===== config.mk =====
export PLATFORM = sky130hd
export DESIGN_NAME = decoder_sched
export DESIGN_NICKNAME = d
export VERILOG_FILES = /design/src/rtl/decoder_sched.sv
export SDC_FILE = /design/constraint.sdc
export NUM_CORES = 1
export LEC_CHECK = 0
export ABC_AREA = 1
export ABC_CLOCK_PERIOD_IN_PS = 2150
export BUFFER_PORTS_ARGS = -buffer_cell sky130_fd_sc_hd__buf_2
export CAP_MARGIN = 20
export CORE_ASPECT_RATIO = 0.8
export CORE_MARGIN = 2
export CORE_UTILIZATION = 35
export DETAILED_ROUTE_END_ITERATION = 10
export HOLD_SLACK_MARGIN = 0.03
export PLACE_DENSITY_LB_ADDON = 0.05
export SLEW_MARGIN = 20
export SYNTH_ARGS = -nofsm -noshare
export SYNTH_HDL_FRONTEND = slang
export SYNTH_SLANG_ARGS = --single-unit

===== constraint.sdc =====
create_clock -name clk -period 2.15 [get_ports clk]
set_clock_uncertainty 0.05 [all_clocks]
set_input_delay 0.3225 -clock clk [delete_from_list [all_inputs] [get_ports clk]]
set_output_delay 0.3225 -clock clk [all_outputs]
set_load 0.005 [all_outputs]

===== src/rtl/decoder_sched.sv =====
// Round-robin scheduler that shares one Hamming decoder between two requesters.
// Each job resets the decoder, waits for done under a watchdog, and returns a tagged response.
module decoder_sched #(
  parameter int unsigned TIMEOUT     = 32,
  parameter int unsigned DEC_RST_CYC = 1
) (
  input  logic        clk,
  input  logic        rst,
  input  logic        req0_valid,
  output logic        req0_ready,
  input  logic [13:0] req0_rstring,
  input  logic [2:0]  req0_size,
  input  logic        req1_valid,
  output logic        req1_ready,
  input  logic [13:0] req1_rstring,
  input  logic [2:0]  req1_size,
  output logic        dec_rst,
  output logic [13:0] dec_rstring,
  output logic [2:0]  dec_size,
  input  logic [6:0]  dec_dstring,
  input  logic        dec_done,
  output logic        resp_valid,
  input  logic        resp_ready,
  output logic        resp_id,
  output logic [6:0]  resp_dstring,
  output logic        resp_err,
  output logic        busy
);

  localparam int unsigned CW_W  = 14;
  localparam int unsigned SZ_W  = 3;
  localparam int unsigned DS_W  = 7;
  localparam int unsigned CNT_W = 8;

  typedef enum logic [1:0] {IDLE, LOAD, RUN, RESP} state_t;

  state_t            state_q, state_d;
  logic              last_grant_q, last_grant_d;
  logic [CNT_W-1:0]  cnt_q, cnt_d;
  logic              dec_rst_q, dec_rst_d;
  logic [CW_W-1:0]   dec_rstring_q, dec_rstring_d;
  logic [SZ_W-1:0]   dec_size_q, dec_size_d;
  logic              resp_valid_q, resp_valid_d;
  logic              resp_id_q, resp_id_d;
  logic [DS_W-1:0]   resp_dstring_q, resp_dstring_d;
  logic              resp_err_q, resp_err_d;
  logic              busy_q, busy_d;

  logic              any_valid_c;
  logic              grant_c;
  logic [CW_W-1:0]   sel_rstring_c;
  logic [SZ_W-1:0]   sel_size_c;

  // Round-robin grant: a lone requester always wins, a tie goes to the one not served last
  assign any_valid_c   = req0_valid | req1_valid;
  assign grant_c       = (req0_valid & req1_valid) ? ~last_grant_q : req1_valid;
  assign sel_rstring_c = grant_c ? req1_rstring : req0_rstring;
  assign sel_size_c    = grant_c ? req1_size : req0_size;

  assign req0_ready = ~rst & (state_q == IDLE) & any_valid_c & ~grant_c;
  assign req1_ready = ~rst & (state_q == IDLE) & any_valid_c & grant_c;

  always_comb begin
    state_d        = state_q;
    last_grant_d   = last_grant_q;
    cnt_d          = cnt_q;
    dec_rstring_d  = dec_rstring_q;
    dec_size_d     = dec_size_q;
    resp_id_d      = resp_id_q;
    resp_dstring_d = resp_dstring_q;
    resp_err_d     = resp_err_q;
    case (state_q)
      IDLE: begin
        if (any_valid_c) begin
          dec_rstring_d = sel_rstring_c;
          dec_size_d    = sel_size_c;
          resp_id_d     = grant_c;
          last_grant_d  = grant_c;
          cnt_d         = '0;
          // Size codes 4..7 are illegal: answer with an error without touching the decoder
          if (sel_size_c[2]) begin
            resp_err_d     = 1'b1;
            resp_dstring_d = '0;
            state_d        = RESP;
          end else begin
            state_d = LOAD;
          end
        end
      end
      LOAD: begin
        if (cnt_q == CNT_W'(DEC_RST_CYC - 1)) begin
          cnt_d   = '0;
          state_d = RUN;
        end else begin
          cnt_d = cnt_q + CNT_W'(1);
        end
      end
      RUN: begin
        cnt_d = cnt_q + CNT_W'(1);
        // done takes priority over a watchdog expiry in the same cycle
        if (dec_done) begin
          resp_dstring_d = dec_dstring;
          resp_err_d     = 1'b0;
          state_d        = RESP;
        end else if (cnt_q == CNT_W'(TIMEOUT - 1)) begin
          resp_dstring_d = '0;
          resp_err_d     = 1'b1;
          state_d        = RESP;
        end
      end
      RESP: begin
        if (resp_ready) state_d = IDLE;
      end
      default: state_d = IDLE;
    endcase
    dec_rst_d    = (state_d == LOAD);
    resp_valid_d = (state_d == RESP);
    busy_d       = (state_d != IDLE);
  end

  always_ff @(posedge clk or posedge rst) begin
    if (rst) begin
      state_q        <= IDLE;
      last_grant_q   <= 1'b1;
      cnt_q          <= '0;
      dec_rst_q      <= 1'b1;
      dec_rstring_q  <= '0;
      dec_size_q     <= '0;
      resp_valid_q   <= 1'b0;
      resp_id_q      <= 1'b0;
      resp_dstring_q <= '0;
      resp_err_q     <= 1'b0;
      busy_q         <= 1'b0;
    end else begin
      state_q        <= state_d;
      last_grant_q   <= last_grant_d;
      cnt_q          <= cnt_d;
      dec_rst_q      <= dec_rst_d;
      dec_rstring_q  <= dec_rstring_d;
      dec_size_q     <= dec_size_d;
      resp_valid_q   <= resp_valid_d;
      resp_id_q      <= resp_id_d;
      resp_dstring_q <= resp_dstring_d;
      resp_err_q     <= resp_err_d;
      busy_q         <= busy_d;
    end
  end

  assign dec_rst      = dec_rst_q;
  assign dec_rstring  = dec_rstring_q;
  assign dec_size     = dec_size_q;
  assign resp_valid   = resp_valid_q;
  assign resp_id      = resp_id_q;
  assign resp_dstring = resp_dstring_q;
  assign resp_err     = resp_err_q;
  assign busy         = busy_q;

endmodule


==> results.txt, run 1 <==
----------------------------------------------------
[Drt]
  DRC errors left ... 0
  Final WL ... 5170 um
  Detailed-route via count ... 1970
  Total iterations of the first detailed-routing run ... 4
  Routed len/inst ... 12.1 um
  Drt initial violations ... 54
  Post-DR vias/cell ... 4.59
  Remaining antenna violation count ... 0

[Placed design]
  Pre-CTS setup slack ... about 0.28 ns
  Post-DP HPWL ... 3740 um
  Port bufs ... 77
  Final weighted congestion in routability-driven placement ... 0.766

[Worst setup path]
  Cell count of the worst reg-to-reg path ... 8
  Path type of the worst setup path ... reg -> out
  Cell breakdown of the critical path ... inv_2 > ha_4 > inv_1 > nor2_4 > inv_1 > nor3_1 > buf_2
  Type of element launching the critical path ... flop
  Delay of the slowest critical-path stage ... 0.44 ns
  End of the worst register-to-register path ... resp_dstring[1]
  Capture point of the critical path ... req1_ready
  Crit path arrival time ... approximately 1.6 ns
  Delay-heaviest family, CP ... buffers and inverters
  Instance count on the critical path ... 7
  Most repeated library cell on the critical path ... sky130_fd_sc_hd__inv_1
  CP Launch Point ... state_q[1]
  FF-to-FF setup slack ... 0.51 ns
  Worst r2r src ... last_grant_q
  CP Data Required Time ... 1.78 ns
  Largest fanout of any net on the critical path ... 6
  Master of the slowest instance on the critical path ... sky130_fd_sc_hd__dfrtp_1
  Nature of the critical path endpoint ... primary output
  Buf/Inv on CP ... 4

[GRT]
  Overall global routing resource usage ... 0.165
  Vias in the first global route ... 1838
  GRT overflow ... 0
  Pin count of the biggest net entering global routing ... 41
  Antenna violations before repair ... 0
  Wire length of the first global-routing pass ... about 8700 um

[Floorplanning]
  Placeable Area ... 0.00588 mm^2
  Vertical die dimension ... roughly 74 um
  Row count ... 25
  Initial standard-cell utilization of the core ... 0.361
  I/O pin count ... 78
  DIE AREA ... between 0.006 and 0.007 mm^2
  Chip Width ... 91.1 um

[Job]
  Max-cap viol count ... 0

[Finish]
  Post-synthesis to final-layout area growth ... 29.5%
  Share of layout cells above drive strength 1 ... 0.328
  Final-stage net count ... 402
  Total of fill cells in the finished design ... 608
  Number of antenna diodes ... 0

[Synth]
  Post-synthesis share of cell area spent on full adders, half adders and majority gates ... 0.0472
  Top-area cell type share of the netlist area ... 0.448
  Gate count after technology mapping ... between 200 and 300
  Netlist Area Pre-Place ... ~0.0021 mm^2
  Synth Flop Type ... sky130_fd_sc_hd__dfrtp_1
  Share of synthesized area occupied by flip-flops and latches ... 0.473
  Avg Cell Area, Syn ... 8.04 um^2
  Count of flip-flops with a built-in enable after synthesis ... 0
  Fraction of synthesized cell area in xor and xnor cells ... 0.00413
  Share of synthesized area spent on multiplexers ... 0
  Async set-reset flop share out of synthesis ... 1.00
  Mapped Nets ... 319
  Synth Area in Compound Gates ... 0.159
  Cell type with the largest total area after synthesis ... sky130_fd_sc_hd__dfrtp_1
  Synth top area cells ... sky130_fd_sc_hd__dfrtp_1 45%, sky130_fd_sc_hd__nand2_1 14%, sky130_fd_sc_hd__o21ai_0 6.8%, sky130_fd_sc_hd__ha_1 4.7%, sky130_fd_sc_hd__inv_1 4.4%
  Simple-gate portion of the synthesized area ... 0.254
  Ys Warns ... 0
  Dominant combinational cell family by area after synthesis ... simple AND/OR/NAND/NOR gates
  Flops & latches, synth ... 40
  Synth unique cells ... 24

[Clock tree]
  Clock sink count ... 40
  Insertion delay of the later-clocked pin in the worst-skew pair ... 0.30 ns
  Maximum clock path buffer count ... 2
  Clock tree from TritonCTS ... built
  Number of H-tree levels ... 2
  Clock Tree Root ... sky130_fd_sc_hd__clkbuf_8
  Clock transition time at the flip-flop clock pins of the worst setup and hold paths ... around 0.080 ns
  CTS buffer count ... 5
  Setup Fix Bufs, Post-CTS ... 0
  Total of hold buffers inserted after clock tree synthesis ... 0

[Outcome]
  Run status ... finished clean

[STA]
  Hold Fails Final Rpt ... 0
  Final period util ... 0.917
  Final Max Slew Viols ... 0
  Final setup slack of the worst path ... 0.178 ns
  Unrepaired setup endpoints after global routing ... false
  Total negative setup slack ... 0 ns
  Final worst hold slack ... 0.100 ns
  Maximum clock frequency ... just over 500 MHz
  Worst slew margin relative to its limit ... 0.660
  Time the final worst path needs with I/O delays and setup ... 1.97 ns
  Final setup violation count ... 0
  Worst slew pin tran ... between 0.5 and 0.6 ns

[Power]
  Worst IR drop on VDD ... 0.000499 V
  P per Cell Area ... 1260 mW/mm^2
  LEAKAGE ... 1.45 nW

[Min path]
  Worst min path class ... in -> async

----------------------------------------------------
-- cells in the final DEF, fill, tap and decap left out, types with 7 or more instances in the layout --
master,netlist,routed
sky130_fd_sc_hd__a21oi_1,12,12
sky130_fd_sc_hd__buf_2,5,77
sky130_fd_sc_hd__dfrtp_1,38,38
sky130_fd_sc_hd__ha_1,8,7
sky130_fd_sc_hd__inv_1,25,23
sky130_fd_sc_hd__nand2_1,78,78
sky130_fd_sc_hd__nand3_1,7,7
sky130_fd_sc_hd__nor2_1,23,23
sky130_fd_sc_hd__o21ai_0,29,29
sky130_fd_sc_hd__o21ai_1,9,9
sky130_fd_sc_hd__o21ai_2,8,8
-- stage by stage --
stage / cell area, um^2 / utilization / power (W) / cells
finish: 2750 / 0.467 / 0.00347 / 429
global placement: 2610 / 0.444 / 0.00280 / 421
CTS: 2740 / 0.466 / 0.00348 / 429
floorplan: 2120 / - / 0.00225 / 264
detailed placement: 2610 / 0.444 / 0.00280 / 421
global route: 2750 / 0.467 / 0.00378 / 429
-- cell type report --
cell class                      instances  area, um^2  area share
Clock inverter                          2        38.8      0.0141
Timing Repair Buffer                   83         430       0.157
Inverter                               25        93.8      0.0342
Clock buffer                            6        82.6      0.0301
Sequential cell                        40        1000       0.365
Multi-Input combinational cell        192         997       0.363
Tap cell                               81         101      0.0369
-- routing by layer --
layer  GRT usage  up-vias  share of wire
met1       0.236      891           0.51
met4      0.0556        0          0.013
met3      0.0369        8          0.056
met2       0.248       56           0.42
li1            -     1015              -
met5           0        -              0
-- Yosys cell counts, types with 2 or more instances --
| library cell | n |
|---|---|
| sky130_fd_sc_hd__dfstp_2 | 2 |
| sky130_fd_sc_hd__nor3_1 | 2 |
| sky130_fd_sc_hd__nand3_1 | 7 |
| sky130_fd_sc_hd__nand2_1 | 78 |
| sky130_fd_sc_hd__nand4_1 | 4 |
| sky130_fd_sc_hd__a21oi_1 | 12 |
| sky130_fd_sc_hd__o21ai_0 | 29 |
| sky130_fd_sc_hd__nor2_1 | 23 |
| sky130_fd_sc_hd__nand2_4 | 2 |
| sky130_fd_sc_hd__o21ai_1 | 9 |
| sky130_fd_sc_hd__ha_1 | 8 |
| sky130_fd_sc_hd__buf_2 | 5 |
| sky130_fd_sc_hd__o21ai_2 | 8 |
| sky130_fd_sc_hd__nand2_2 | 3 |
| sky130_fd_sc_hd__inv_1 | 25 |
| sky130_fd_sc_hd__dfrtp_1 | 38 |
| sky130_fd_sc_hd__nor2_4 | 2 |
-- registers in the layout, indices dropped and copies added (netlist names) --
signal        count
state_q           2
dec_size          3
cnt_q             8
dec_rstring      14
resp_dstring      7
last_grant_q      1
resp_err          1
resp_valid        1
resp_id           1
dec_rst           1
busy              1
-- power by group --
part	total [W]	switching, W	internal, W
combinational	0.00159	0.000946	0.000646
sequential	0.00122	0.000156	0.00106
clock	0.000659	0.000280	0.000380
-- cells by family (layout without fill, tap and decap cells) --
family / count (synthesis) / in the layout
flops: 40 / 40
fa+ha+maj: 8 / 8
simple gates: 123 / 123
compound gates: 60 / 60
xor+xnor: 1 / 1
buf+inv: 32 / 116
-- worst min-delay path, cell delays in order --
cell	delay (ns)
sky130_fd_sc_hd__buf_2	0.11
sky130_fd_sc_hd__inv_1	0.04
sky130_fd_sc_hd__buf_4	0.43
-- worst min path at each step --
stage                            to         start  slack, ns
finish               dec_rstring[0]           rst       0.10
global route        dec_rstring[11]           rst       0.18
CTS                 dec_rstring[11]           rst       0.12
detailed placement          resp_id       resp_id       0.41
global placement            resp_id       resp_id       0.40
floorplan              last_grant_q  last_grant_q       0.40
-- timing repair --
item | in CTS | in global routing
gates resized for setup | 1 | 3
endpoints found under the setup margin | 2 | 2
cloned | 0 | 0
Power figures use the tool's default switching activity.
==> inputs of run 2 (changes only) <==
- CORE_UTILIZATION: 35 -> 39
- PLACE_DENSITY: unset -> 0.74
- PLACE_DENSITY_LB_ADDON: 0.05 -> unset
==> results.txt, run 2 (synthesis gave the netlist of run 1 again) <==
----------------------------------------------------
[Floorplanning]
  Chip Width ... 86.5 um (-5.0%)
  Row count ... 23 (-8.0%)
  Initial standard-cell utilization of the core ... 0.414 (+0.0534)
  DIE AREA ... 0.00605 mm^2 (-9.8%)
  Placeable Area ... 0.00512 mm^2 (-13%)
  Vertical die dimension ... 70.0 um (-5.0%)
  I/O pin count ... 78 (unchanged)

[Drt]
  Drt initial violations ... 92 (+70%)
  Detailed-route via count ... 1964 (-0.30%)
  DRC errors left ... 0 (unchanged)
  Total iterations of the first detailed-routing run ... 4 (unchanged)
  Routed len/inst ... 12.3 um (+1.9%)
  Final WL ... 5060 um (-2.1%)
  Post-DR vias/cell ... 4.77 (+3.8%)
  Remaining antenna violation count ... 0 (unchanged)

[Finish]
  Storage cell area ... 0.00100 mm^2 (unchanged)
  Max reg flops ... 14 (unchanged)
  Final standard cell utilization of the core ... 0.532 (+0.0650)
  Most frequent standard cell in the layout excluding fill and tap cells ... sky130_fd_sc_hd__nand2_1
  Share of layout cells above drive strength 1 ... 0.320 (-0.00759)
  Number of antenna diodes ... 0 (unchanged)
  Final design area excluding fillers ... 0.00273 mm^2 (-0.77%)
  Leading cell types in the layout, fill and taps excluded ... 78 x sky130_fd_sc_hd__nand2_1, 77 x sky130_fd_sc_hd__buf_2, 38 x sky130_fd_sc_hd__dfrtp_1
  Post-synthesis to final-layout area growth ... 28.5%
  Total of fill cells in the finished design ... 481 (-21%)
  Final-stage net count ... 404 (+0.50%)
  Area of the multi-input gates ... 997 um^2 (unchanged)

[Clock tree]
  Clock tree from TritonCTS ... built
  Number of H-tree levels ... 2 (unchanged)
  Clock Tree Root ... sky130_fd_sc_hd__clkbuf_8
  Clock sink count ... 40 (unchanged)
  Clock transition time at the flip-flop clock pins of the worst setup and hold paths ... 0.08 ns (about the same)
  Insertion delay of the later-clocked pin in the worst-skew pair ... 0.29 ns (about the same)
  CTS buffer count ... 5 (unchanged)
  Maximum clock path buffer count ... 2 (unchanged)
  Setup Fix Bufs, Post-CTS ... 0 (unchanged)

[GRT]
  Vias in the first global route ... 1943 (+5.7%)
  Antenna violations before repair ... 0 (unchanged)
  Wire length of the first global-routing pass ... 8680 um (-0.47%)
  GRT overflow ... 0 (unchanged)
  Overall global routing resource usage ... 0.179 (+0.0147)
  Pin count of the biggest net entering global routing ... 35 (-15%)

[STA]
  Worst slew pin tran ... 0.370 ns (-0.140 ns)
  Maximum clock frequency ... 485 MHz (-4.4%)
  Time the final worst path needs with I/O delays and setup ... 2.06 ns (+0.0906 ns)
  Final Max Slew Viols ... 0 (unchanged)
  Final worst hold slack ... 0.228 ns (+0.127 ns)
  Final setup violation count ... 0 (unchanged)
  Hold Fails Final Rpt ... 0 (unchanged)
  Final period util ... 0.959 (+0.0421)
  Unrepaired setup endpoints after global routing ... false
  Total negative setup slack ... 0 ns (unchanged)
  Worst slew margin relative to its limit ... 0.753 (+0.0932)

[Placed design]
  Port bufs ... 77 (unchanged)
  Final weighted congestion in routability-driven placement ... 0.850 (+11%)
  Placed inst area ... 0.00261 mm^2 (-0.14%)
  Post-DP HPWL ... 3830 um (+2.3%)

[Worst setup path]
  Type of element launching the critical path ... flop
  Crit path arrival time ... 1.69 ns (+0.09 ns)
  Largest fanout of any net on the critical path ... 6 (unchanged)
  Path type of the worst setup path ... reg -> out
  CP Data Required Time ... 1.78 ns (about the same)
  Nature of the critical path endpoint ... primary output

[Power]
  Worst IR drop on VDD ... 0.000508 V (+1.8%)
  LEAKAGE ... 1.45 nW (-0.15%)
  P per Cell Area ... 1230 mW/mm^2 (-2.6%)

[Outcome]
  Run status ... finished clean

[Job]
  Max-cap viol count ... 0 (unchanged)

[Min path]
  Worst min path class ... in -> reg

----------------------------------------------------
[run 2: changes by cell type in the layout (fill, tap and decap cells not counted)]
| cell | previous run | this run |
|---|---|---|
| sky130_fd_sc_hd__inv_1 | 23 | 25 |
| sky130_fd_sc_hd__clkinvlp_4 | 0 | 1 |
| sky130_fd_sc_hd__bufinv_16 | 1 | 0 |
| sky130_fd_sc_hd__dlygate4sd3_1 | 0 | 1 |
| sky130_fd_sc_hd__clkbuf_1 | 0 | 1 |
| sky130_fd_sc_hd__inv_2 | 2 | 0 |
| sky130_fd_sc_hd__clkinv_4 | 1 | 0 |
| sky130_fd_sc_hd__buf_12 | 0 | 1 |
[run 2: repair_timing]
action,in CTS,in global routing
endpoints found under the hold margin,5,0
hold buffers,1,0
setup endpoints to repair,2,2
gates resized for setup,1,1
[run 2: cell type report]
class | count | share of cell area
flip-flops and latches | 40 | 0.368
multi-input cells | 192 | 0.366
repair buffers | 85 | 0.169
inverters | 25 | 0.0344
clock buffers | 7 | 0.0317
well taps | 62 | 0.0285
clock inverters | 1 | 0.00275
[run 2: report_power, final]
part           leakage [nW]  internal, W  switching (W)
Clock                0.0445     0.000261       0.000261
Sequential            0.508      0.00106       0.000151
Combinational         0.899     0.000662       0.000956
[run 2: final timing paths]
check	slack [ns]	cells past startpoint	from	endpoint
min reg2reg	0.43	2	last_grant_q	last_grant_q
max in group asynchronous	0.97	4	rst	dec_rst
min in group asynchronous	0.51	3	rst	resp_id
min	0.23	3	dec_dstring[1]	resp_dstring[1]
max	0.09	7	state_q[0]	req0_ready
max reg2reg	0.45	6	state_q[0]	resp_dstring[4]
[run 2: through the flow]
step                      total power, W  worst slack, ns  instances
after floorplan                  0.00225            0.299        264
final                            0.00335           0.0878        412
after global placement           0.00278            0.328        403
after detailed placement         0.00282            0.263        403
after global routing             0.00368          0.00293        412
after CTS                        0.00336           0.0267        412
[run 2: layer usage]
layer,track usage,share of wire
met1,0.233,0.47
met2,0.279,0.43
met3,0.0520,0.088
met4,0.0747,0.012
met5,0,0
[run 2: critical path: stages (launching register included)]
cell and delay [ns]:
sky130_fd_sc_hd__dfrtp_1 0.42, sky130_fd_sc_hd__inv_1 0.19, sky130_fd_sc_hd__ha_4 0.22, sky130_fd_sc_hd__inv_1 0.08
sky130_fd_sc_hd__nor2_4 0.10, sky130_fd_sc_hd__inv_1 0.08, sky130_fd_sc_hd__nor3_1 0.16, sky130_fd_sc_hd__buf_2 0.15
